File: src/rtl/exp_ofuf_pipe.sv
// exp_ofuf_pipe: two-stage exponent add/unbias with overflow/underflow/zero flags, sticky flags and counter.
// Define EXP_SATURATE_EN to clamp exp_out on overflow (all ones) and underflow (zero).
module exp_ofuf_pipe #(
    parameter int EXP_WIDTH = 8,
    parameter int BIAS      = 2**(EXP_WIDTH-1)-1,
    parameter int CNT_WIDTH = 16
) (
    input  logic                 clk_in,
    input  logic                 rst_in,
    input  logic                 valid_in,
    output logic                 ready_out,
    input  logic [EXP_WIDTH-1:0] a_exp_in,
    input  logic [EXP_WIDTH-1:0] b_exp_in,
    input  logic                 norm_inc_in,
    output logic                 valid_out,
    input  logic                 ready_in,
    output logic [EXP_WIDTH-1:0] exp_out,
    output logic                 overflow_out,
    output logic                 underflow_out,
    output logic                 zero_out,
    input  logic                 clear_flags_in,
    output logic                 ovf_sticky_out,
    output logic                 unf_sticky_out,
    output logic [CNT_WIDTH-1:0] exc_count_out
);
    localparam int SW = EXP_WIDTH + 2;
    localparam logic signed [SW-1:0] EXP_MAX = SW'((2**EXP_WIDTH) - 1);
    localparam logic signed [SW-1:0] EXP_MIN = '0;

    logic                 r_s1_valid, r_s1_zero, r_s2_valid;
    logic signed [SW-1:0] r_s1;
    logic [EXP_WIDTH-1:0] r_exp;
    logic                 r_ovf, r_unf, r_zero, r_ovs, r_uns;
    logic [CNT_WIDTH-1:0] r_cnt;
    logic                 w_s2_adv, w_in_xfer, w_out_xfer, w_ovf, w_unf;
    logic signed [SW-1:0] w_sum;
    logic [EXP_WIDTH-1:0] w_exp;

    assign w_s2_adv   = !r_s2_valid || ready_in;
    assign ready_out  = !r_s1_valid || w_s2_adv;
    assign w_in_xfer  = valid_in && ready_out;
    assign w_out_xfer = r_s2_valid && ready_in;
    assign w_sum      = SW'(a_exp_in) + SW'(b_exp_in) + SW'(norm_inc_in) - SW'(BIAS);
    assign w_ovf      = !r_s1_zero && (r_s1 >= EXP_MAX);
    assign w_unf      = !r_s1_zero && (r_s1 <= EXP_MIN);
`ifdef EXP_SATURATE_EN
    assign w_exp = r_s1_zero ? '0 : w_ovf ? '1 : w_unf ? '0 : r_s1[EXP_WIDTH-1:0];
`else
    assign w_exp = r_s1_zero ? '0 : r_s1[EXP_WIDTH-1:0];
`endif

    always_ff @(posedge clk_in or posedge rst_in) begin
        if (rst_in) begin
            r_s1_valid <= 1'b0;
            r_s1_zero  <= 1'b0;
            r_s1       <= '0;
            r_s2_valid <= 1'b0;
            r_exp      <= '0;
            r_ovf      <= 1'b0;
            r_unf      <= 1'b0;
            r_zero     <= 1'b0;
        end else begin
            if (ready_out) r_s1_valid <= valid_in;
            if (w_in_xfer) begin
                r_s1      <= w_sum;
                r_s1_zero <= (a_exp_in == '0) || (b_exp_in == '0);
            end
            if (w_s2_adv) r_s2_valid <= r_s1_valid;
            if (w_s2_adv && r_s1_valid) begin
                r_exp  <= w_exp;
                r_ovf  <= w_ovf;
                r_unf  <= w_unf;
                r_zero <= r_s1_zero;
            end
        end
    end

    // Flag events are taken from the result actually handed downstream; clear beats a same-cycle event.
    always_ff @(posedge clk_in or posedge rst_in) begin
        if (rst_in) begin
            r_ovs <= 1'b0;
            r_uns <= 1'b0;
            r_cnt <= '0;
        end else if (clear_flags_in) begin
            r_ovs <= 1'b0;
            r_uns <= 1'b0;
            r_cnt <= '0;
        end else if (w_out_xfer) begin
            r_ovs <= r_ovs || r_ovf;
            r_uns <= r_uns || r_unf;
            if ((r_ovf || r_unf) && !(&r_cnt)) r_cnt <= r_cnt + CNT_WIDTH'(1);
        end
    end

    assign valid_out      = r_s2_valid;
    assign exp_out        = r_exp;
    assign overflow_out   = r_ovf;
    assign underflow_out  = r_unf;
    assign zero_out       = r_zero;
    assign ovf_sticky_out = r_ovs;
    assign unf_sticky_out = r_uns;
    assign exc_count_out  = r_cnt;
endmodule
File: config.mk
export PLATFORM = sky130hd
export DESIGN_NAME = exp_ofuf_pipe
export DESIGN_NICKNAME = d
export VERILOG_FILES = /design/src/rtl/exp_ofuf_pipe.sv
export SDC_FILE = /design/constraint.sdc
export NUM_CORES = 1
export LEC_CHECK = 0
export ABC_AREA = 1
export BUFFER_PORTS_ARGS = -buffer_cell sky130_fd_sc_hd__buf_2
export CAP_MARGIN = 15
export CORE_MARGIN = 2
export CORE_UTILIZATION = 54
export DETAILED_ROUTE_END_ITERATION = 10
export HOLD_SLACK_MARGIN = 0.06
export PLACE_DENSITY_LB_ADDON = 0.05
export SLEW_MARGIN = 30
export SYNTH_ARGS = -nofsm -noshare
export SYNTH_HDL_FRONTEND = slang
export SYNTH_SLANG_ARGS = --single-unit
File: constraint.sdc
create_clock -name clk_in -period 1.8 [get_ports clk_in]
set_clock_uncertainty 0.05 [all_clocks]
set_input_delay 0.36 -clock clk_in [delete_from_list [all_inputs] [get_ports clk_in]]
set_output_delay 0.36 -clock clk_in [all_outputs]
set_load 0.03 [all_outputs]
==> reports/results.ini <==
[run_status]
status = finished clean

[sta]
setup_viol = 0
rsz0062_at_grt = false
max-slew-margin-rel = 0.6532
finalHoldViolations = 0
post-route-period-util = 0.9498
tightest_slew_ns = 0.5202
post-route-min-period_ns = 1.710
slew_viol_final = 0
timing.fmax_mhz = 584.9

[drt]
top_layer = met4
via_count = 2588
first_iter_violations = 101
drc = 0
dr.pass1.iters = 4
wl_met3_um = 150
via_per_inst = 5.197
dr_wl_met2_um = 3242
wl_met1_um = 2527
routed_wl_um = 6081
wl_per_cell_um = 12.21
antenna_left = 0

[clock_tree]
cts_hold_buf = 0
postCtsSetupBuffers = 0
cts_buffers = 5
clock_sinks = 42
cts-resized-gates = 0
htreeDepth = 2
worstSkewPairLatency_ns = 0.30
cts_tree = built
cts.clk_slew.worst_paths_ns = 0.08
root_buffer = clkbuf_8
clockBufferDepth = 2

[critical_path]
startpoint_type = input pin
endpoint_kind = flop
cp.arrival_ns = 1.85
worst-path-max-fanout = 4
worst-setup-path-type = input pin to flop
required_ns = 1.94

[place]
hpwlAfterDp_um = 4688
gp_congestion = 0.9371
dp.cells = 490
io_buffers = 52

[power]
powerDensity_mw_per_mm2 = 873.7
total_power_mw = 2.886
p_leak_nw = 1.774
ir_drop_mv = 0.7311

[synth]
yosysMostFrequentCell = nand2_1
synth_commonest_cells = nand2_1, dfrtp_1, inv_1, nand3_1, nor2_1
seq_area_frac_synth = 0.3989
async_flop_share = 1.000
synth.area.top_cells = dfrtp_1, nand2_1, ha_1, nand3_1, inv_1
synth_nets = 393
syn_inst = 353
synthFlopType = dfrtp_1
synth_top_cell_area_share = 0.3989
yosys_register_bits = 42
synth_edf_count = 0
netlist-cell-type-count = 30
synth_area_per_cell_um2 = 7.465
synth_area_mm2 = 0.002635
ys_warn_count = 0
synth_top_area_cell = dfrtp_1

[grt]
gr-total-overflow = 0
grt_pass1_wl_um = 10470
grt_max_degree = 43
grtUsageTotal = 0.2464
antenna_found_initial = 0
first_global_vias = 2531

[run]
cap_viol_max_count = 0

[floorplanning]
std_cell_rows = 25
ios = 53
die_w_um = 73.86
die_h_um = 73.86
core_area_mm2 = 0.004723
start_util = 0.5579
die_area_mm2 = 0.005455

[cells_and_area]
layout-drive-gt1-share = 0.2459
area_delta_synth_final_pct = 25.36
fin_util = 0.6993
antennaDiodeCount = 0
fillers = 417
finalNetCount = 470
finalNonFillerCells = 498

[hold_path]
hp-class = input pin to async pin

==> stage by stage <==
stage               setup TNS (ns)  area, µm²  setup WS, ns  hold slack (ns)
floorplan                -0.006978       2679     -0.006978           0.3991
global placement            -1.192       3172       -0.2588           0.4196
detailed placement          -1.482       3172       -0.2908           0.4230
CTS                              0       3284       0.02059           0.1494
global route                     0       3303      0.007631           0.1831
finish                           0       3303       0.09041           0.1244
==> final timing paths <==
| check | startpoint | to | slack (ns) | depth (start not counted) |
|---|---|---|---|---|
| worst max-delay path | norm_inc_in | r_s1[8] | 0.09 | 13 |
| worst min-delay path | rst_in | unf_sticky_out | 0.12 | 3 |
| worst max register to register | exc_count_out[0] | exc_count_out[12] | 0.27 | 8 |
| worst min register to register | exp_out[6] | exp_out[6] | 0.44 | 2 |
| max in group asynchronous | rst_in | r_s1[3] | 1.21 | 3 |
| min in group clk_in | ready_in | ovf_sticky_out | 0.30 | 3 |
==> logic make-up after synthesis <==
kind of cell,share of synthesized area
simple gates,0.3414
buf+inv,0.07312
flops,0.3989
compound gates,0.07170
fa+ha+maj,0.08832
xor+xnor,0.02659
==> registers in the layout, summed over array words and instances (netlist names) <==
signal,cells
unf_sticky_out,1
ovf_sticky_out,1
valid_out,1
r_s1,10
underflow_out,1
exc_count_out,16
r_s1_zero,1
exp_out,8
overflow_out,1
r_s1_valid,1
zero_out,1
==> power by group <==
| group | internal, mW | total (mW) | switching [mW] |
|---|---|---|---|
| logic | 0.328 | 0.940 | 0.613 |
| clock network | 0.416 | 0.754 | 0.339 |
| registers | 1.10 | 1.19 | 0.0952 |
| total | 1.84 | 2.89 | 1.05 |
==> cell usage in the layout, fill, tap and decap left out, types with 2 or more instances in the layout <==
cell type / Yosys / final
nand2_1: 107 / 106
buf_2: 1 / 51
dfrtp_1: 42 / 42
nand3_1: 37 / 37
inv_1: 40 / 36
nor2_1: 36 / 36
buf_4: 1 / 25
ha_1: 17 / 15
o21ai_0: 15 / 14
nand4_1: 10 / 10
a21oi_1: 8 / 8
xor2_1: 7 / 7
o21ai_2: 5 / 5
clkbuf_8: 0 / 5
nor4_1: 4 / 4
nand2_2: 2 / 3
nand3b_1: 2 / 2
nor2_4: 2 / 2
inv_2: 0 / 2
nor3_1: 2 / 2
ha_4: 0 / 2
==> critical path: stages <==
cell and delay, ns:
buf_6 0.10, inv_12 0.03, ha_4 0.23, inv_4 0.05
ha_4 0.13, inv_2 0.04, fa_2 0.38, o21ai_4 0.21
nand2_1 0.09, nand2_1 0.08, nand2_1 0.05, nand3_1 0.06
nand2_1 0.05
==> area by class of cell <==
cell class / count / area (µm²) / area share
sequential: 42 / 1051 / 0.3182
clock buffer: 5 / 68.82 / 0.02083
inverter: 41 / 168.9 / 0.05114
timing repair buffer: 77 / 454.2 / 0.1375
clock inverter: 3 / 43.79 / 0.01326
multi-input combinational: 263 / 1433 / 0.4337
tap: 67 / 83.83 / 0.02538
==> per-layer routing <==
layer  vias up  global-route usage
li1       1301                   -
met1      1228              0.2756
met2        44              0.4494
met3        15             0.04115
met4         0              0.1172
met5         -                   0
Note: power is estimated with default switching activity, not from simulation.
